--- src/rtl/knight_sprite_pkg.sv ---
// Shared types and raster constants for the knight sprite address generator.
package knight_sprite_pkg;

    typedef enum logic [1:0] {
        IDLE = 2'd0,
        PLAY = 2'd1,
        HOLD = 2'd2
    } anim_state_t;

    localparam int SCREEN_W = 640;
    localparam int SCREEN_H = 480;
    localparam int VBLANK_Y = 480;

endpackage

--- src/rtl/knight_anim_fsm.sv ---
// Animation sequencer: steps frame_idx once every FRAME_HOLD vblank ticks.
//
// state | meaning
// IDLE  | after reset; frame 0, no advance
// PLAY  | counting vblank ticks, advancing frames (wraps if loop=1)
// HOLD  | non-looping run reached its last frame; frozen until start
module knight_anim_fsm
    import knight_sprite_pkg::*;
#(
    parameter int NUM_FRAMES = 4,
    parameter int FRAME_HOLD = 6,
    parameter int FIDX_W     = 2
) (
    input  logic              vga_clk,
    input  logic              reset_n,
    input  logic              vblank_tick,
    input  logic              start,
    input  logic              loop,
    output logic [FIDX_W-1:0] frame_idx,
    output logic              anim_done
);

    localparam int                 HCNT_W     = (FRAME_HOLD > 1) ? $clog2(FRAME_HOLD) : 1;
    localparam logic [HCNT_W-1:0]  HOLD_LAST  = HCNT_W'(FRAME_HOLD - 1);
    localparam logic [HCNT_W-1:0]  HCNT_ONE   = HCNT_W'(1);
    localparam logic [FIDX_W-1:0]  FRAME_LAST = FIDX_W'(NUM_FRAMES - 1);
    localparam logic [FIDX_W-1:0]  FRAME_ONE  = FIDX_W'(1);

    anim_state_t       r_state;
    logic [HCNT_W-1:0] r_hold_cnt;
    logic [FIDX_W-1:0] r_frame_idx;
    logic              r_anim_done;
    logic [FIDX_W-1:0] w_frame_inc;

    assign w_frame_inc = r_frame_idx + FRAME_ONE;

    always_ff @(posedge vga_clk) begin
        if (!reset_n) begin
            r_state     <= IDLE;
            r_hold_cnt  <= '0;
            r_frame_idx <= '0;
            r_anim_done <= 1'b0;
        end else begin
            r_anim_done <= 1'b0;
            // start overrides any advance that lands on the same tick
            if (start) begin
                r_state     <= PLAY;
                r_hold_cnt  <= '0;
                r_frame_idx <= '0;
            end else if (vblank_tick && r_state == PLAY) begin
                if (r_hold_cnt == HOLD_LAST) begin
                    r_hold_cnt <= '0;
                    if (r_frame_idx == FRAME_LAST) begin
                        if (loop) begin
                            r_frame_idx <= '0;
                        end else begin
                            r_state     <= HOLD;
                            r_anim_done <= 1'b1;
                        end
                    end else begin
                        r_frame_idx <= w_frame_inc;
                        if (!loop && w_frame_inc == FRAME_LAST) begin
                            r_state     <= HOLD;
                            r_anim_done <= 1'b1;
                        end
                    end
                end else begin
                    r_hold_cnt <= r_hold_cnt + HCNT_ONE;
                end
            end
        end
    end

    assign frame_idx = r_frame_idx;
    assign anim_done = r_anim_done;

endmodule

--- src/rtl/knight_sprite_addr_gen.sv ---
// Per-pixel ROM address generator for an animated, optionally mirrored knight sprite.
// Position/flip are latched at the vblank tick; addresses come out of a 2-stage pipeline.
module knight_sprite_addr_gen
    import knight_sprite_pkg::*;
#(
    parameter int SPRITE_W   = 50,
    parameter int SPRITE_H   = 64,
    parameter int NUM_FRAMES = 4,
    parameter int FRAME_HOLD = 6,
    parameter int ADDR_W     = 14
) (
    input  logic                 vga_clk,
    input  logic                 reset_n,
    input  logic [9:0]           DrawX,
    input  logic [9:0]           DrawY,
    input  logic [9:0]           pos_x,
    input  logic [9:0]           pos_y,
    input  logic                 flip,
    input  logic                 start,
    input  logic                 loop,
    output logic [ADDR_W-1:0]    rom_address,
    output logic                 addr_valid,
    output logic                 pix_valid,
    output logic [((NUM_FRAMES > 1) ? $clog2(NUM_FRAMES) : 1)-1:0] frame_idx,
    output logic                 anim_done
);

    localparam int          FIDX_W   = (NUM_FRAMES > 1) ? $clog2(NUM_FRAMES) : 1;
    localparam logic [9:0]  SW10     = 10'(SPRITE_W);
    localparam logic [9:0]  SH10     = 10'(SPRITE_H);
    localparam logic [9:0]  TICK_Y   = 10'(VBLANK_Y);
    localparam logic [31:0] FRAME_SZ = 32'(SPRITE_W * SPRITE_H);

    logic              w_vblank_tick;
    logic [9:0]        r_lat_x;
    logic [9:0]        r_lat_y;
    logic              r_lat_flip;

    logic signed [10:0] w_rel_x;
    logic signed [10:0] w_rel_y;
    logic               w_hit;

    logic              r_s1_hit;
    logic [9:0]        r_s1_row;
    logic [9:0]        r_s1_col;

    logic [ADDR_W-1:0] r_rom_address;
    logic              r_addr_valid;
    logic              r_pix_valid;
    logic [FIDX_W-1:0] w_frame_idx;

    assign w_vblank_tick = (DrawX == 10'd0) && (DrawY == TICK_Y);

    always_ff @(posedge vga_clk) begin
        if (!reset_n) begin
            r_lat_x    <= '0;
            r_lat_y    <= '0;
            r_lat_flip <= 1'b0;
        end else if (w_vblank_tick) begin
            r_lat_x    <= pos_x;
            r_lat_y    <= pos_y;
            r_lat_flip <= flip;
        end
    end

    knight_anim_fsm #(
        .NUM_FRAMES (NUM_FRAMES),
        .FRAME_HOLD (FRAME_HOLD),
        .FIDX_W     (FIDX_W)
    ) u_anim_fsm (
        .vga_clk     (vga_clk),
        .reset_n     (reset_n),
        .vblank_tick (w_vblank_tick),
        .start       (start),
        .loop        (loop),
        .frame_idx   (w_frame_idx),
        .anim_done   (anim_done)
    );

    // Sign bit of the 11-bit difference rejects pixels left of / above the box.
    assign w_rel_x = signed'({1'b0, DrawX}) - signed'({1'b0, r_lat_x});
    assign w_rel_y = signed'({1'b0, DrawY}) - signed'({1'b0, r_lat_y});
    assign w_hit   = !w_rel_x[10] && (w_rel_x[9:0] < SW10) &&
                     !w_rel_y[10] && (w_rel_y[9:0] < SH10);

    always_ff @(posedge vga_clk) begin
        if (!reset_n) begin
            r_s1_hit <= 1'b0;
            r_s1_row <= '0;
            r_s1_col <= '0;
        end else begin
            r_s1_hit <= w_hit;
            r_s1_row <= w_rel_y[9:0];
            r_s1_col <= r_lat_flip ? (SW10 - 10'd1 - w_rel_x[9:0]) : w_rel_x[9:0];
        end
    end

    always_ff @(posedge vga_clk) begin
        if (!reset_n) begin
            r_rom_address <= '0;
            r_addr_valid  <= 1'b0;
            r_pix_valid   <= 1'b0;
        end else begin
            r_addr_valid <= r_s1_hit;
            r_pix_valid  <= r_addr_valid;
            if (r_s1_hit) begin
                r_rom_address <= ADDR_W'(32'(w_frame_idx) * FRAME_SZ
                                         + 32'(r_s1_row) * 32'(SPRITE_W)
                                         + 32'(r_s1_col));
            end else begin
                r_rom_address <= '0;
            end
        end
    end

    assign rom_address = r_rom_address;
    assign addr_valid  = r_addr_valid;
    assign pix_valid   = r_pix_valid;
    assign frame_idx   = w_frame_idx;

endmodule

--- config.mk ---
export PLATFORM = sky130hd
export DESIGN_NAME = knight_sprite_addr_gen
export DESIGN_NICKNAME = d
export VERILOG_FILES = /design/src/rtl/knight_sprite_pkg.sv /design/src/rtl/knight_anim_fsm.sv /design/src/rtl/knight_sprite_addr_gen.sv
export SDC_FILE = /design/constraint.sdc
export NUM_CORES = 1
export LEC_CHECK = 0
export ABC_AREA = 1
export CAP_MARGIN = 20
export CORE_ASPECT_RATIO = 0.6
export CORE_MARGIN = 2
export CORE_UTILIZATION = 61
export CTS_CLUSTER_DIAMETER = 150
export DETAILED_ROUTE_END_ITERATION = 6
export PLACE_DENSITY_LB_ADDON = 0.2
export SKIP_LAST_GASP = 1
export SYNTH_ARGS = -nofsm -noshare
export SYNTH_HDL_FRONTEND = slang
export SYNTH_SLANG_ARGS = --single-unit
--- constraint.sdc ---
create_clock -name vga_clk -period 9.3 [get_ports vga_clk]
set_input_delay 1.86 -clock vga_clk [delete_from_list [all_inputs] [get_ports vga_clk]]
set_output_delay 1.86 -clock vga_clk [all_outputs]
set_load 0.02 [all_outputs]
==> results of run 1 <==
[routing by layer]
metal  GRT usage  up-vias
li1            -     2292
met1       0.406     2040
met2       0.497      164
met3      0.0695       20
met4      0.0833        0
met5           0        -
[cell usage after synthesis (4+ instances only)]
master	count
sky130_fd_sc_hd__nand2_1	124
sky130_fd_sc_hd__inv_1	120
sky130_fd_sc_hd__nor2_1	73
sky130_fd_sc_hd__ha_1	72
sky130_fd_sc_hd__dfxtp_1	66
sky130_fd_sc_hd__a21oi_1	47
sky130_fd_sc_hd__nand3_1	36
sky130_fd_sc_hd__o21ai_0	23
sky130_fd_sc_hd__a211oi_1	19
sky130_fd_sc_hd__fa_1	10
sky130_fd_sc_hd__nand4_1	10
sky130_fd_sc_hd__xor2_1	8
sky130_fd_sc_hd__nor3_1	7
sky130_fd_sc_hd__xnor2_1	7
sky130_fd_sc_hd__nand3b_1	5
sky130_fd_sc_hd__o21bai_1	5
sky130_fd_sc_hd__inv_2	4
sky130_fd_sc_hd__or2_1	4
[power groups by stage]
| stage | clock network, uW | registers (uW) | logic (uW) |
|---|---|---|---|
| final | 358 | 295 | 258 |
| after global routing | 374 | 296 | 300 |
| after CTS | 360 | 295 | 255 |
| after detailed placement | 0 | 301 | 250 |
| after global placement | 0 | 301 | 242 |
| after floorplan | 0 | 299 | 184 |
[state kept, by name, indices dropped and copies added, names as in the netlist]
signal,flops
r_lat_x,10
u_anim_fsm.r_hold_cnt,3
u_anim_fsm.frame_idx,2
r_s1_row,10
r_lat_flip,1
pix_valid,1
r_s1_col,10
u_anim_fsm.anim_done,1
r_lat_y,10
u_anim_fsm.r_state,2
rom_address,14
addr_valid,1
r_s1_hit,1
[cell families (layout without fill, tap and decap cells)]
logic type	Yosys count	count (layout)	synth area share
buf+inv	136	205	0.110
flops	66	66	0.272
xor+xnor	15	15	0.0270
fa+ha+maj	82	82	0.227
compound gates	102	102	0.122
simple gates	270	270	0.243
[cell type report]
| cell class | instances | area (um2) | share of cell area |
|---|---|---|---|
| flip-flops and latches | 66 | 1320 | 0.225 |
| repair buffers | 64 | 638 | 0.109 |
| clock inverters | 6 | 82.6 | 0.0140 |
| clock buffers | 9 | 225 | 0.0383 |
| multi-input cells | 469 | 3010 | 0.511 |
| inverters | 126 | 473 | 0.0804 |
| well taps | 108 | 135 | 0.0230 |
[metrics by stage]
step                worst slack (ps)  cells  instance area [um2]  hold slack [ps]  power [uW]
finish                          5120    848                 5880              435         911
global placement                5110    833                 5570              422         542
detailed placement              5080    833                 5570              434         551
CTS                             5140    848                 5880              440         910
global route                    4700    848                 5880              449         970
floorplan                       5450    671                 4860              394         483
[final timing paths]
kind / from / to / slack [ps]
worst min-delay path: r_s1_col[0] / rom_address[0] / 430
worst min register to register: r_s1_col[0] / rom_address[0] / 430
worst max register to register: r_s1_row[2] / rom_address[13] / 5120
worst max-delay path: r_s1_row[2] / rom_address[13] / 5120
[critical path, stage by stage, from the launching register on]
cell and delay (ps):
sky130_fd_sc_hd__dfxtp_1 340, sky130_fd_sc_hd__ha_1 310, sky130_fd_sc_hd__ha_1 320, sky130_fd_sc_hd__fa_1 460, sky130_fd_sc_hd__ha_1 360, sky130_fd_sc_hd__a21oi_1 150, sky130_fd_sc_hd__nand2_1 100, sky130_fd_sc_hd__nand2_1 70
sky130_fd_sc_hd__nand2_1 60, sky130_fd_sc_hd__a21oi_1 190, sky130_fd_sc_hd__nor2_1 60, sky130_fd_sc_hd__o21ai_0 220, sky130_fd_sc_hd__nand2_1 80, sky130_fd_sc_hd__nand2_1 60, sky130_fd_sc_hd__nand2_1 50, sky130_fd_sc_hd__ha_1 290
sky130_fd_sc_hd__ha_1 360, sky130_fd_sc_hd__a21oi_1 160, sky130_fd_sc_hd__o211ai_1 100, sky130_fd_sc_hd__nor2_1 170, sky130_fd_sc_hd__nand3_2 90, sky130_fd_sc_hd__nand2_1 60, sky130_fd_sc_hd__nor2_1 40
==> impl_metrics.tcl, run 1 <==
set metrics [dict create \
    outcome "finished, final reports clean" \
    synth_top_area_cell "sky130_fd_sc_hd__dfxtp_1" \
    ys_seq_elements 66 \
    timing.critical_path.required_ps 9530 \
    synth_fp_nets 798 \
    top_level_ports 64 \
    clock_transition_at_the_register_clock_pins_on_the_worst_setup_and_hold_paths_after_cts_ps 50 \
    clock-sinks 66 \
    slew_headroom 0.515 \
    post-route-util 0.755 \
    met1Wirelength_mm 5.69 \
    finalWeightedCongestion 0.918 \
    critPathKind "register to register" \
    syn_avg_cell_area_um2 7.24 \
    power_frac_comb 0.283 \
    synth-edff-count 0 \
    p_leak_uw 0.00290 \
    tritoncts "built" \
    finalWirelength_mm 12.2 \
    antenna_cells 0 \
    detailedPlacementHpwl_mm 9.32 \
    synth_area_um2 4860 \
    detail_route.first_pass.iterations 5 \
    top_layer_used "met4" \
    core_area_um2 7790 \
    floorplan.die.height_um 73.1 \
    clock_skew_ps 4.38 \
    hp-class "register to register" \
    achievable-frequency_mhz 239 \
    clock_tree.root_cell "sky130_fd_sc_hd__clkbuf_16" \
    met2RoutedLength_mm 5.29 \
    critPathCaptureType "register" \
    fillCellCount 599 \
    p_per_area_nw_per_um2 155 \
    count_of_input_and_output_buffers 63 \
    track_usage 0.303 \
    detailroute.via_count 4516 \
    netlist_top_cells_area "sky130_fd_sc_hd__dfxtp_1 (27%), sky130_fd_sc_hd__ha_1 (19%), sky130_fd_sc_hd__nand2_1 (9.6%)" \
    grt-ovfl-total 0 \
    leading_cell_types_in_the_layout_fill_and_taps_excluded "sky130_fd_sc_hd__nand2_1 (124), sky130_fd_sc_hd__inv_1 (120), sky130_fd_sc_hd__nor2_1 (73), sky130_fd_sc_hd__ha_1 (72), sky130_fd_sc_hd__dfxtp_1 (66)" \
    die_area_um2 8720 \
    timing.max_cap.violations 0 \
    worstPathMaxFanout 5 \
    postSynth.topFlopCell "sky130_fd_sc_hd__dfxtp_1" \
    power.sequential.fraction 0.324 \
    p_clk_frac 0.393 \
    placementRows 25 \
    wl_per_cell_um 14.3 \
    post-route-period-util 0.449 \
    synth-warning-count 0 \
    timing_max_transition_violations_final 0 \
    ant_nets 0 \
    synthToLayoutAreaGrowth_pct 21.0 \
    fin_setup_tns_ps 0 \
    cts_buffer_depth 2 \
    synth_top_area_share 0.272 \
    power_switching_share 0.315 \
    cts_resized 0 \
    holdBufCountCts 0 \
    post_synthesis_instance_total 671 \
    initial_utilization 0.624 \
    detailedRoute.firstIterationViolations 396 \
    finalCriticalPeriod_ps 4180 \
    grt_start_max_net_pins 29 \
    die_width_um 119 \
    timing.final.setup_violations 0 \
    wl_met3_mm 1.01 \
    global_route_wire_length_before_repair_mm 20.8 \
    initial_antenna_violation_count 0 \
    cts_max_level 3 \
    worst_margin_pin_slew_ps 725 \
    cts_post_setup_buffers_inserted 0 \
    clkLatencyLatePin_ps 340 \
    seq_area_frac_synth 0.272 \
    net-switching-power_uw 287 \
    cts_made_buffers 9 \
    p_int_uw 624 \
    cp_data_arrival_time_ps 4410 \
    min_path_cells 2 \
    grt_setup_unrepaired "false" \
    synth_cell_type_count 38 \
    first_global_vias 4533 \
    vdd_drop_max_v 0.0000898 \
    drt-vias-per-instance 5.33 \
    proportion_of_register_bits_with_asynchronous_set_or_reset_after_synthesis 0 \
    drcViolationCount 0 \
    hold_viol_final 0 \
    mostFrequentLayoutCell "sky130_fd_sc_hd__nand2_1" \
    startpoint_type "register" \
    timing.reg2reg.worst_path_depth 22 \
    layout-drive-gt1-share 0.0419 \
    finalNetCount 863 \
]
Power figures use the tool's default switching activity.
==> run 2: changes to the inputs <==
- CORE_UTILIZATION: 61 -> 51
- clock period: 9.3 -> 3.5 ns (I/O delays scaled with it)
==> run 2 against run 1 <==
  * The flow now finishes with violations (setup timing)
  * Clock-buffer cell count stayed put
  * Worst hold slack worse by 5.0 ps
  * Die area is 19% higher
  * Global-route usage fell by 5.6 points
  * Non-clock buffer count increased by 26
  * Clock skew increased by 0.72 ps
  * Critical path depth shrank 3
  * Core utilization shrank 6.3 points
  * Sequential power grew to 2.7 times the previous value
  * Total power rose to 3.0 times the previous value
  * Maximum frequency is 9.3% higher
  * Highest routed layer unchanged
==> impl_metrics.tcl, run 2 (synthesis gave the netlist of run 1 again) <==
set metrics [dict create \
    finalCriticalPeriod_ps 3820 \
    layout-drive-gt1-share 0.128 \
    timing.reg2reg.worst_path_depth 19 \
    cp-startpoint "r_s1_row[2]" \
    core_area_um2 9220 \
    synthToLayoutAreaGrowth_pct 31.3 \
    cts_max_level 3 \
    timing.critical_path.required_ps 3730 \
    timing.max_cap.violations 0 \
    hp-class "register to register" \
    grt-ovfl-total 0 \
    track_usage 0.247 \
    floorplan.die.height_um 79.6 \
    min_path_cells 2 \
    clock_skew_ps 5.10 \
    cts_made_buffers 9 \
    startpoint_type "register" \
    placed_cells_incl_taps 875 \
    detailroute.via_count 4666 \
    place_ws_ps -348 \
    detailedRoute.firstIterationViolations 297 \
    tritoncts "built" \
    top_level_ports 64 \
    count_of_input_and_output_buffers 63 \
    finalWeightedCongestion 0.929 \
    timing_max_transition_violations_final 0 \
    p_per_area_nw_per_um2 430 \
    clock-sinks 66 \
    wl_per_cell_um 13.7 \
    mostFrequentLayoutCell "sky130_fd_sc_hd__inv_1" \
    detail_route.first_pass.iterations 6 \
    placementRows 27 \
    initial_antenna_violation_count 0 \
    cp_data_arrival_time_ps 4060 \
    timing.final.setup_violations 6 \
    die_area_um2 10400 \
    failed_checks "setup timing" \
    detailedPlacementHpwl_mm 9.19 \
    post-route-period-util 1.09 \
    first_global_vias 4396 \
    vdd_drop_max_v 0.000305 \
    p_leak_uw 0.00303 \
    worstReg2RegStart "r_s1_row[2]" \
    rrSetupSlack_ps -320 \
    drt-vias-per-instance 5.20 \
    ant_nets 0 \
    finalWirelength_mm 12.3 \
    rr_endpoint "rom_address[13]" \
    clock_transition_at_the_register_clock_pins_on_the_worst_setup_and_hold_paths_after_cts_ps 60 \
    worstPathMaxFanout 4 \
    largest_register_ff_count 14 \
    cts_buffer_depth 2 \
    critPathKind "register to register" \
    instances_no_fill 897 \
    global_route_wire_length_before_repair_mm 20.0 \
    hold_viol_final 0 \
    die_width_um 130 \
    fillCellCount 737 \
    slew_headroom 0.631 \
    clkLatencyLatePin_ps 340 \
    worst_margin_pin_slew_ps 553 \
    initial_utilization 0.527 \
    drcViolationCount 0 \
    finalNetCount 889 \
    crit_path_end "rom_address[13]" \
    outcome "complete, but fails checks" \
    grt_start_max_net_pins 29 \
    leading_cell_types_in_the_layout_fill_and_taps_excluded "sky130_fd_sc_hd__inv_1 (120), sky130_fd_sc_hd__nand2_1 (119), sky130_fd_sc_hd__nor2_1 (70), sky130_fd_sc_hd__dfxtp_1 (63), sky130_fd_sc_hd__clkdlybuf4s50_1 (63)" \
    fin_ws_ps -323 \
    achievable-frequency_mhz 262 \
    grt_setup_unrepaired "true" \
    critPathCaptureType "register" \
    clock_tree.root_cell "sky130_fd_sc_hd__clkbuf_16" \
    antenna_cells 0 \
]
run 2: area by class of cell:
class | count | area (um2) | share of cell area
tap | 130 | 163 | 0.0255
clock inverter | 7 | 101 | 0.0159
sequential | 66 | 1330 | 0.208
inverter | 126 | 473 | 0.0741
clock buffer | 9 | 225 | 0.0353
timing repair buffer | 90 | 833 | 0.131
multi-input combinational | 469 | 3260 | 0.510
run 2: per-stage QoR:
| step | setup TNS (ps) | total power [uW] | hold slack [ps] | area [um2] | util |
|---|---|---|---|---|---|
| finish | -1350 | 2740 | 430 | 6380 | 0.692 |
| global route | -2170 | 2900 | 468 | 6380 | 0.692 |
| CTS | -575 | 2690 | 430 | 6300 | 0.683 |
| detailed placement | -1260 | 1610 | 422 | 5830 | 0.632 |
| global placement | -770 | 1590 | 427 | 5830 | 0.632 |
| floorplan | -38.6 | 1330 | 394 | 4930 | - |
run 2: how the worst min path moves through the flow:
stage | from | endpoint | slack, ps
2_1_floorplan | r_s1_col[0] | rom_address[0] | 390
4_1_cts | r_s1_col[0] | rom_address[0] | 430
6_report | r_s1_col[0] | rom_address[0] | 430
5_1_grt | r_s1_col[0] | rom_address[0] | 470
3_5_place_dp | r_s1_col[0] | rom_address[0] | 420
3_3_place_gp | r_s1_col[0] | rom_address[0] | 430
run 2: timing repair:
action	in CTS	in global routing
hold buffers	0	0
setup endpoints to repair	6	6
setup buffers	2	4
resized for setup	25	13
pin swaps	12	15
run 2: worst max-delay path, stage by stage, from the launching register on:
cell                       delay (ps)
sky130_fd_sc_hd__dfxtp_4          360
sky130_fd_sc_hd__ha_4             270
sky130_fd_sc_hd__ha_4             190
sky130_fd_sc_hd__fa_2             560
sky130_fd_sc_hd__ha_4             220
sky130_fd_sc_hd__a21oi_2          150
sky130_fd_sc_hd__nand2_2           80
sky130_fd_sc_hd__buf_4            140
sky130_fd_sc_hd__xnor2_1          180
sky130_fd_sc_hd__fa_1             430
sky130_fd_sc_hd__inv_1            100
sky130_fd_sc_hd__ha_4             210
sky130_fd_sc_hd__nand2_1           60
sky130_fd_sc_hd__inv_1             50
sky130_fd_sc_hd__a21oi_2          190
sky130_fd_sc_hd__o211ai_1         130
sky130_fd_sc_hd__nor2_2           190
sky130_fd_sc_hd__nand3_2           80
sky130_fd_sc_hd__nand2_1           70
sky130_fd_sc_hd__nor2_1            40
run 2: power by group:
group / internal, uW / switching [uW]
Combinational: 455 / 513
Sequential: 769 / 12.5
Clock: 629 / 364
Total: 1850 / 890
run 2: routing by layer:
layer,routed length [um],up-vias,global-route usage
li1,-,2351,-
met1,6020,2159,0.335
met2,5270,141,0.386
met3,814,15,0.0664
met4,150,0,0.0710
met5,0,-,0
